$ cat config.mk
export PLATFORM = sky130hd
export DESIGN_NAME = btn_scan_ctrl_flat
export DESIGN_NICKNAME = d
export VERILOG_FILES = /design/src/rtl/btn_scan_ctrl_if.sv /design/src/rtl/btn_scan_ctrl.sv /design/src/flat_wrapper.sv
export SDC_FILE = /design/constraint.sdc
export NUM_CORES = 1
export LEC_CHECK = 0
export CORE_MARGIN = 2
export CORE_UTILIZATION = 49
export CTS_CLUSTER_SIZE = 24
export DETAILED_ROUTE_END_ITERATION = 12
export PLACE_DENSITY = 0.68
export SYNTH_ARGS = -nofsm -noshare
export SYNTH_HDL_FRONTEND = slang
export SYNTH_SLANG_ARGS = --single-unit
$ cat constraint.sdc
create_clock -name clk -period 5.4 [get_ports clk]
set_clock_uncertainty 0.1 [all_clocks]
set_input_delay 1.62 -clock clk [delete_from_list [all_inputs] [get_ports clk]]
set_output_delay 1.62 -clock clk [all_outputs]
set_load 0.01 [all_outputs]
$ cat src/rtl/btn_scan_ctrl_if.sv
// Event handshake bundle between the button scanner and its consumer.
//   evt_valid : head entry present (driven by master)
//   evt_kind  : 01 press, 10 release, 11 repeat (driven by master)
//   evt_id    : button index of the head entry (driven by master)
//   evt_ready : consumer accepts the head entry (driven by slave)
interface btn_scan_ctrl_if;
  logic       evt_valid;
  logic [1:0] evt_kind;
  logic [3:0] evt_id;
  logic       evt_ready;

  modport master (
    output evt_valid,
    output evt_kind,
    output evt_id,
    input  evt_ready
  );

  modport slave (
    input  evt_valid,
    input  evt_kind,
    input  evt_id,
    output evt_ready
  );
endinterface

$ cat src/rtl/btn_scan_ctrl.sv
// Time-shared debounce scheduler for push-buttons. A single tick divider and a single update
// engine visit the buttons round-robin, maintain debounced levels and emit press, release and
// auto-repeat events through a small FIFO.
//   clk       : system clock
//   rst       : asynchronous active-high reset
//   btn_raw   : raw asynchronous button inputs
//   btn_level : debounced levels
//   evt       : event handshake (master side)
//   evt_ovf   : sticky, an event was dropped on a full FIFO
module btn_scan_ctrl #(
  parameter int unsigned N_BTN      = 4,
  parameter int unsigned TICK_DIV   = 4096,
  parameter int unsigned STABLE     = 16,
  parameter int unsigned RPT_DLY    = 64,
  parameter int unsigned RPT_RATE   = 16,
  parameter int unsigned FIFO_DEPTH = 4
) (
  input  logic               clk,
  input  logic               rst,
  input  logic [N_BTN-1:0]   btn_raw,
  output logic [N_BTN-1:0]   btn_level,
  btn_scan_ctrl_if.master    evt,
  output logic               evt_ovf
);

  localparam int unsigned IdxW  = (N_BTN > 1) ? $clog2(N_BTN) : 1;
  localparam int unsigned DivW  = $clog2(TICK_DIV);
  localparam int unsigned CntW  = 8;
  localparam int unsigned RptW  = $clog2(RPT_DLY + 1);
  localparam int unsigned AddrW = (FIFO_DEPTH > 1) ? $clog2(FIFO_DEPTH) : 1;

  logic [N_BTN-1:0] sync1, sync2;
  logic [DivW-1:0]  div_q;
  logic [IdxW-1:0]  idx_q;
  logic             tick;
  logic [CntW-1:0]  cnt_q [N_BTN];
  logic [RptW-1:0]  rpt_q [N_BTN];
  logic [N_BTN-1:0] level_q;

  logic             cur_sync, cur_level;
  logic [CntW:0]    cnt_inc;
  logic [RptW:0]    rpt_inc;
  logic [CntW-1:0]  cnt_nxt;
  logic [RptW-1:0]  rpt_nxt;
  logic             flip, rep;
  logic             push;
  logic [1:0]       push_kind;

  logic [5:0]       mem_q [FIFO_DEPTH];
  logic [AddrW-1:0] wr_q, rd_q;
  logic [AddrW:0]   count_q;
  logic             empty, full, pop, push_ok;

  assign tick = (div_q == DivW'(TICK_DIV - 1));

  always_ff @(posedge clk or posedge rst) begin
    if (rst) begin
      sync1 <= '0;
      sync2 <= '0;
      div_q <= '0;
      idx_q <= '0;
    end else begin
      sync1 <= btn_raw;
      sync2 <= sync1;
      div_q <= tick ? '0 : div_q + 1'b1;
      if (tick) idx_q <= (idx_q == IdxW'(N_BTN - 1)) ? '0 : idx_q + 1'b1;
    end
  end

  // Update engine for the button currently addressed by the scheduler.
  always_comb begin
    cur_sync  = sync2[idx_q];
    cur_level = level_q[idx_q];
    cnt_inc   = {1'b0, cnt_q[idx_q]} + 1'b1;
    rpt_inc   = {1'b0, rpt_q[idx_q]} + 1'b1;
    flip      = 1'b0;
    rep       = 1'b0;
    cnt_nxt   = '0;
    rpt_nxt   = rpt_q[idx_q];
    if (cur_sync != cur_level) begin
      if (cnt_inc == (CntW + 1)'(STABLE)) flip = 1'b1;
      else                                cnt_nxt = cnt_inc[CntW-1:0];
    end
    if (flip) begin
      rpt_nxt = '0;
    end else if (cur_level) begin
      // Reload leaves RPT_RATE visits until the next repeat.
      if (rpt_inc == (RptW + 1)'(RPT_DLY)) begin
        rep     = 1'b1;
        rpt_nxt = RptW'(RPT_DLY - RPT_RATE);
      end else begin
        rpt_nxt = rpt_inc[RptW-1:0];
      end
    end
    push      = tick & (flip | rep);
    push_kind = flip ? (cur_level ? 2'b10 : 2'b01) : 2'b11;
  end

  always_ff @(posedge clk or posedge rst) begin
    if (rst) begin
      for (int i = 0; i < int'(N_BTN); i++) begin
        cnt_q[i] <= '0;
        rpt_q[i] <= '0;
      end
      level_q <= '0;
    end else if (tick) begin
      cnt_q[idx_q] <= cnt_nxt;
      rpt_q[idx_q] <= rpt_nxt;
      if (flip) level_q[idx_q] <= ~cur_level;
    end
  end

  assign btn_level = level_q;

  // Event FIFO; a push while full only succeeds if the head leaves the same cycle.
  assign empty   = (count_q == '0);
  assign full    = (count_q == (AddrW + 1)'(FIFO_DEPTH));
  assign pop     = ~empty & evt.evt_ready;
  assign push_ok = push & (~full | pop);

  always_ff @(posedge clk or posedge rst) begin
    if (rst) begin
      for (int i = 0; i < int'(FIFO_DEPTH); i++) mem_q[i] <= '0;
      wr_q    <= '0;
      rd_q    <= '0;
      count_q <= '0;
      evt_ovf <= 1'b0;
    end else begin
      if (push_ok) begin
        mem_q[wr_q] <= {push_kind, 4'(idx_q)};
        wr_q        <= (wr_q == AddrW'(FIFO_DEPTH - 1)) ? '0 : wr_q + 1'b1;
      end
      if (pop) rd_q <= (rd_q == AddrW'(FIFO_DEPTH - 1)) ? '0 : rd_q + 1'b1;
      if (push_ok && !pop)      count_q <= count_q + 1'b1;
      else if (!push_ok && pop) count_q <= count_q - 1'b1;
      if (push && !push_ok) evt_ovf <= 1'b1;
    end
  end

  assign evt.evt_valid = ~empty;
  assign evt.evt_kind  = empty ? 2'b00 : mem_q[rd_q][5:4];
  assign evt.evt_id    = empty ? 4'h0  : mem_q[rd_q][3:0];

endmodule

$ cat src/flat_wrapper.sv
// flat-port wrapper written by rule: the top's interface ports become plain ports
module btn_scan_ctrl_flat 
#(
  parameter int unsigned N_BTN      = 4,
  parameter int unsigned TICK_DIV   = 4096,
  parameter int unsigned STABLE     = 16,
  parameter int unsigned RPT_DLY    = 64,
  parameter int unsigned RPT_RATE   = 16,
  parameter int unsigned FIFO_DEPTH = 4
)
  (clk, rst, btn_raw, btn_level, evt_ovf, evt_evt_valid, evt_evt_kind, evt_evt_id, evt_evt_ready);
  btn_scan_ctrl_if evt_i ();
  input  logic clk;
  input  logic rst;
  input  logic [N_BTN-1:0] btn_raw;
  output logic [N_BTN-1:0] btn_level;
  output logic evt_ovf;
  output wire logic [$bits(evt_i.evt_valid)-1:0] evt_evt_valid;
  output wire logic [$bits(evt_i.evt_kind)-1:0] evt_evt_kind;
  output wire logic [$bits(evt_i.evt_id)-1:0] evt_evt_id;
  input wire logic [$bits(evt_i.evt_ready)-1:0] evt_evt_ready;
  assign evt_evt_valid = evt_i.evt_valid;
  assign evt_evt_kind = evt_i.evt_kind;
  assign evt_evt_id = evt_i.evt_id;
  assign evt_i.evt_ready = evt_evt_ready;
  btn_scan_ctrl #(.N_BTN(N_BTN), .TICK_DIV(TICK_DIV), .STABLE(STABLE), .RPT_DLY(RPT_DLY), .RPT_RATE(RPT_RATE), .FIFO_DEPTH(FIFO_DEPTH)) u_core (.clk(clk), .rst(rst), .btn_raw(btn_raw), .btn_level(btn_level), .evt(evt_i), .evt_ovf(evt_ovf));
endmodule
==> impl_metrics.csv <==
group,metric,value,unit
sta,highest_clock_frequency_the_design_can_meet,0.230,GHz
worst_setup_path,r2r_setup_slack,1.06,ns
pwr,finalPower,1380,uW
status,run_status,"finished clean",
drt,detail_route.vias_per_cell,5.63,
worst_setup_path,critical_path.max_stage_delay,0.80,ns
worst_setup_path,slowest_stage,"dfrtp_1",
clock_tree,htreeDepth,3,
drt,drtAntennaViolNets,0,
global_route,globalRouteTotalUtil,18.6,%
cells_and_area,drive_gt1_share,26.9,%
sta,post-route-min-period,4.34,ns
drt,vias_after_detailed_routing,3283,
clock_tree,tritoncts_buffers,9,
cells_and_area,n_antenna_cell,0,
sta,final.setup.tns,0,ns
sta,worst_pin_slew,0.925,ns
logic_synthesis,syn_inst,422,
logic_synthesis,synth_edf_count,0,
clock_tree,worstSkewPairLatency,0.37,ns
worst_hold_path,hold_start,"u_core.sync1[2]",
drt,drt-total-wl,10.1,mm
floorplanning,fp-row-count,38,
worst_setup_path,path_class,"flip-flop to flip-flop",
floorplanning,initial_core_util,50.2,%
worst_hold_path,min_to,"u_core.sync2[2]",
logic_synthesis,mappedNetlistArea,5450,um^2
floorplanning,core_area,10800,um^2
cells_and_area,finalInstanceArea,5940,um^2
worst_setup_path,timing.critical_path.fanout_max,17,
clock_tree,clock_tree.root_cell,"clkbuf_8",
worst_setup_path,crit_chain,"mux4_2, ha_1, nand2_1, o22ai_1, nand4_1, o21ai_2, o21ai_2, inv_1, ha_1, inv_1, fa_1, xor2_1, nor2_1, xor2_1",
worst_setup_path,timing.critical_path.required,5.60,ns
job,cap_viol_max_count,0,
pwr,vdd_drop_max,0.152,mV
global_route,overflow,0,
pwr,power.static_leakage,0.00280,uW
drt,drt-initial-drc-count,230,
logic_synthesis,dominantRegCellSynth,"dfrtp_1",
pwr,power.density_cell_area,233,nW/um^2
logic_synthesis,asyncSetResetFlopFracSynth,100,%
sta,grt_setup_unrepaired,"no",
logic_synthesis,seq_area_frac_synth,50.6,%
worst_setup_path,worstReg2RegEnd,"u_core.count_q[2]",
sta,slew_headroom,38.2,%
place,postPlaceCellArea,5720,um^2
global_route,via_count_of_the_first_global_routing_pass,3404,
sta,final_min_period_over_clock_period,80.4,%
global_route,number_of_antenna_violations_at_the_first_check_in_global_routing,0,
clock_tree,clock_tree_from_tritoncts,"built",
drt,drt-wirelength-per-cell,17.3,um
worst_hold_path,hold-path-cell-count,0,
worst_setup_path,r2r_cells,14,
clock_tree,post_cts_resized,0,
global_route,largest_net_degree_at_the_start_of_global_routing,47,
logic_synthesis,synth_area_leaders,"dfrtp_1, mux2_2, mux4_2",
sta,setup-violations-final,0,
place,routabilityCongestion,0.822,
logic_synthesis,postSynthAreaPerCell,12.9,um^2
clock_tree,max-clock-path-buffers,2,
logic_synthesis,area_share_of_the_largest_cell_type_after_synthesis,50.6,%
clock_tree,cts.hold.buffers_added,0,
place,buffer_ports.inserted,16,
logic_synthesis,count_of_distinct_cell_types_in_the_synthesized_netlist,46,
cells_and_area,finish.utilization,54.8,%
floorplanning,die_y,109,um
logic_synthesis,synthDominantAreaCellType,"dfrtp_1",
clock_tree,post_cts_buffers,0,
worst_setup_path,cpLargestDelayFamily,"compound AO/OA/AOI/OAI gates",
floorplanning,die_width,109,um
drt,length_of_the_first_detailed_routing_pass_in_iterations,4,
worst_hold_path,worstHoldPathType,"flip-flop to flip-flop",
floorplanning,io_pins,19,
sta,timing_hold_violations_final,0,
worst_setup_path,crit_path_end_kind,"flip-flop",
place,detailedPlacementHpwl,6.95,mm
worst_setup_path,arrival,4.54,ns
clock_tree,clkTransAtPathRegs,0.10,ns
sta,final_max_slew_viol_count,0,
worst_setup_path,worst_r2r_startpoint,"u_core.idx_q[1]",
global_route,grt_pass1_wl,17.1,mm
clock_tree,cts_num_sinks,110,
worst_setup_path,startpoint_type,"flip-flop",
floorplanning,die_area,12000,um^2
logic_synthesis,synth_seq_cells,110,
drt,post-route-drc-count,0,
worst_setup_path,critPathBufInv,2,
logic_synthesis,count_of_synthesis_stage_warnings_from_yosys,0,
cells_and_area,flow.area_growth_from_synthesis,9.05,%
cells_and_area,layout.nets,459,
==> how the worst max path moves through the flow <==
stage	slack [ns]	cells after the start	start	end
detailed placement	1.09	11	evt_evt_ready	u_core.count_q[2]
global placement	1.21	11	evt_evt_ready	u_core.count_q[2]
CTS	1.07	14	u_core.idx_q[1]	u_core.count_q[2]
finish	1.06	14	u_core.idx_q[1]	u_core.count_q[2]
floorplan	0.78	1	rst	u_core.btn_level[0]
global route	0.75	14	u_core.idx_q[1]	u_core.count_q[2]
==> cell type report <==
cell class              count  area [um^2]
clock buffers              10          128
well taps                 140          175
multi-input cells         280         2530
flip-flops and latches    110         2750
fillers                   908         4900
inverters                  15         58.8
clock inverters             6         86.3
repair buffers             22          205
==> power breakdown <==
| group | internal (uW) | switching (uW) | total [uW] |
|---|---|---|---|
| Sequential | 826 | 0.665 | 827 |
| Combinational | 6.01 | 19.5 | 25.6 |
| Clock | 261 | 270 | 530 |
==> layer usage <==
metal,up-vias,routed length [um],track usage (%)
li1,1541,-,-
met1,1669,4820,26.2
met2,63,4800,29.2
met3,10,373,2.90
met4,0,119,7.14
met5,-,0,0
==> cells by family after synthesis <==
group	count (synthesis)	synth area share (%)
flip-flops	110	50.6
AND/OR/NAND/NOR	107	10.1
multiplexers	93	23.5
AO/OA/AOI/OAI	44	6.18
buffers and inverters	33	3.01
XOR/XNOR	20	3.22
adder cells (fa/ha/maj)	14	3.35
other	1	0.0689
==> cells in the final DEF, fill, tap and decap left out, types with 3 or more instances in the layout <==
master,n
dfrtp_1,110
a22o_1,4
nor3_1,3
nor2_1,25
o21ai_0,14
or3_1,3
mux4_2,21
nand2b_1,3
nand4_1,6
ha_1,13
xnor2_1,8
clkbuf_8,9
clkdlybuf4s50_1,16
mux2i_1,4
nand3_1,8
a2bb2oi_1,4
and2_1,7
o211ai_2,4
nand2_1,28
inv_1,14
nand3b_1,3
xor2_1,12
mux2_2,66
and3_1,9
buf_4,6
o31ai_1,4
nor2b_1,6
==> stage by stage <==
step	worst slack, ns	hold slack, ns	std cells
floorplan	0.778	0.231	423
global placement	1.21	0.236	567
detailed placement	1.09	0.235	567
CTS	1.07	0.258	583
global route	0.752	0.273	583
finish	1.06	0.255	583
==> worst register-to-register path: stages (launching register included) <==
cell and delay [ns]:
dfrtp_1 0.80, mux4_2 0.42, ha_1 0.29, nand2_1 0.09, o22ai_1 0.57, nand4_1 0.19
o21ai_2 0.44, o21ai_2 0.15, inv_1 0.09, ha_1 0.18, inv_1 0.08, fa_1 0.45
xor2_1 0.16, nor2_1 0.11, xor2_1 0.15
==> Yosys cell counts, types with 7 or more instances <==
cell	n
inv_1	15
o21ai_0	14
nor2_1	25
nand3_1	8
and2_1	7
dfrtp_1	110
nand2_1	28
mux4_2	21
clkbuf_1	10
xor2_1	12
ha_1	13
and3_1	9
xnor2_1	8
mux2_2	66
==> registers in the layout, indices dropped and copies added (netlist names) <==
name	cells
u_core.btn_level	4
u_core.cnt_q	32
u_core.count_q	3
u_core.div_q	12
u_core.evt_ovf	1
u_core.idx_q	2
u_core.mem_q	16
u_core.rd_q	2
u_core.rpt_q	28
u_core.sync1	4
u_core.sync2	4
u_core.wr_q	2
Note: power is estimated with default switching activity, not from simulation.
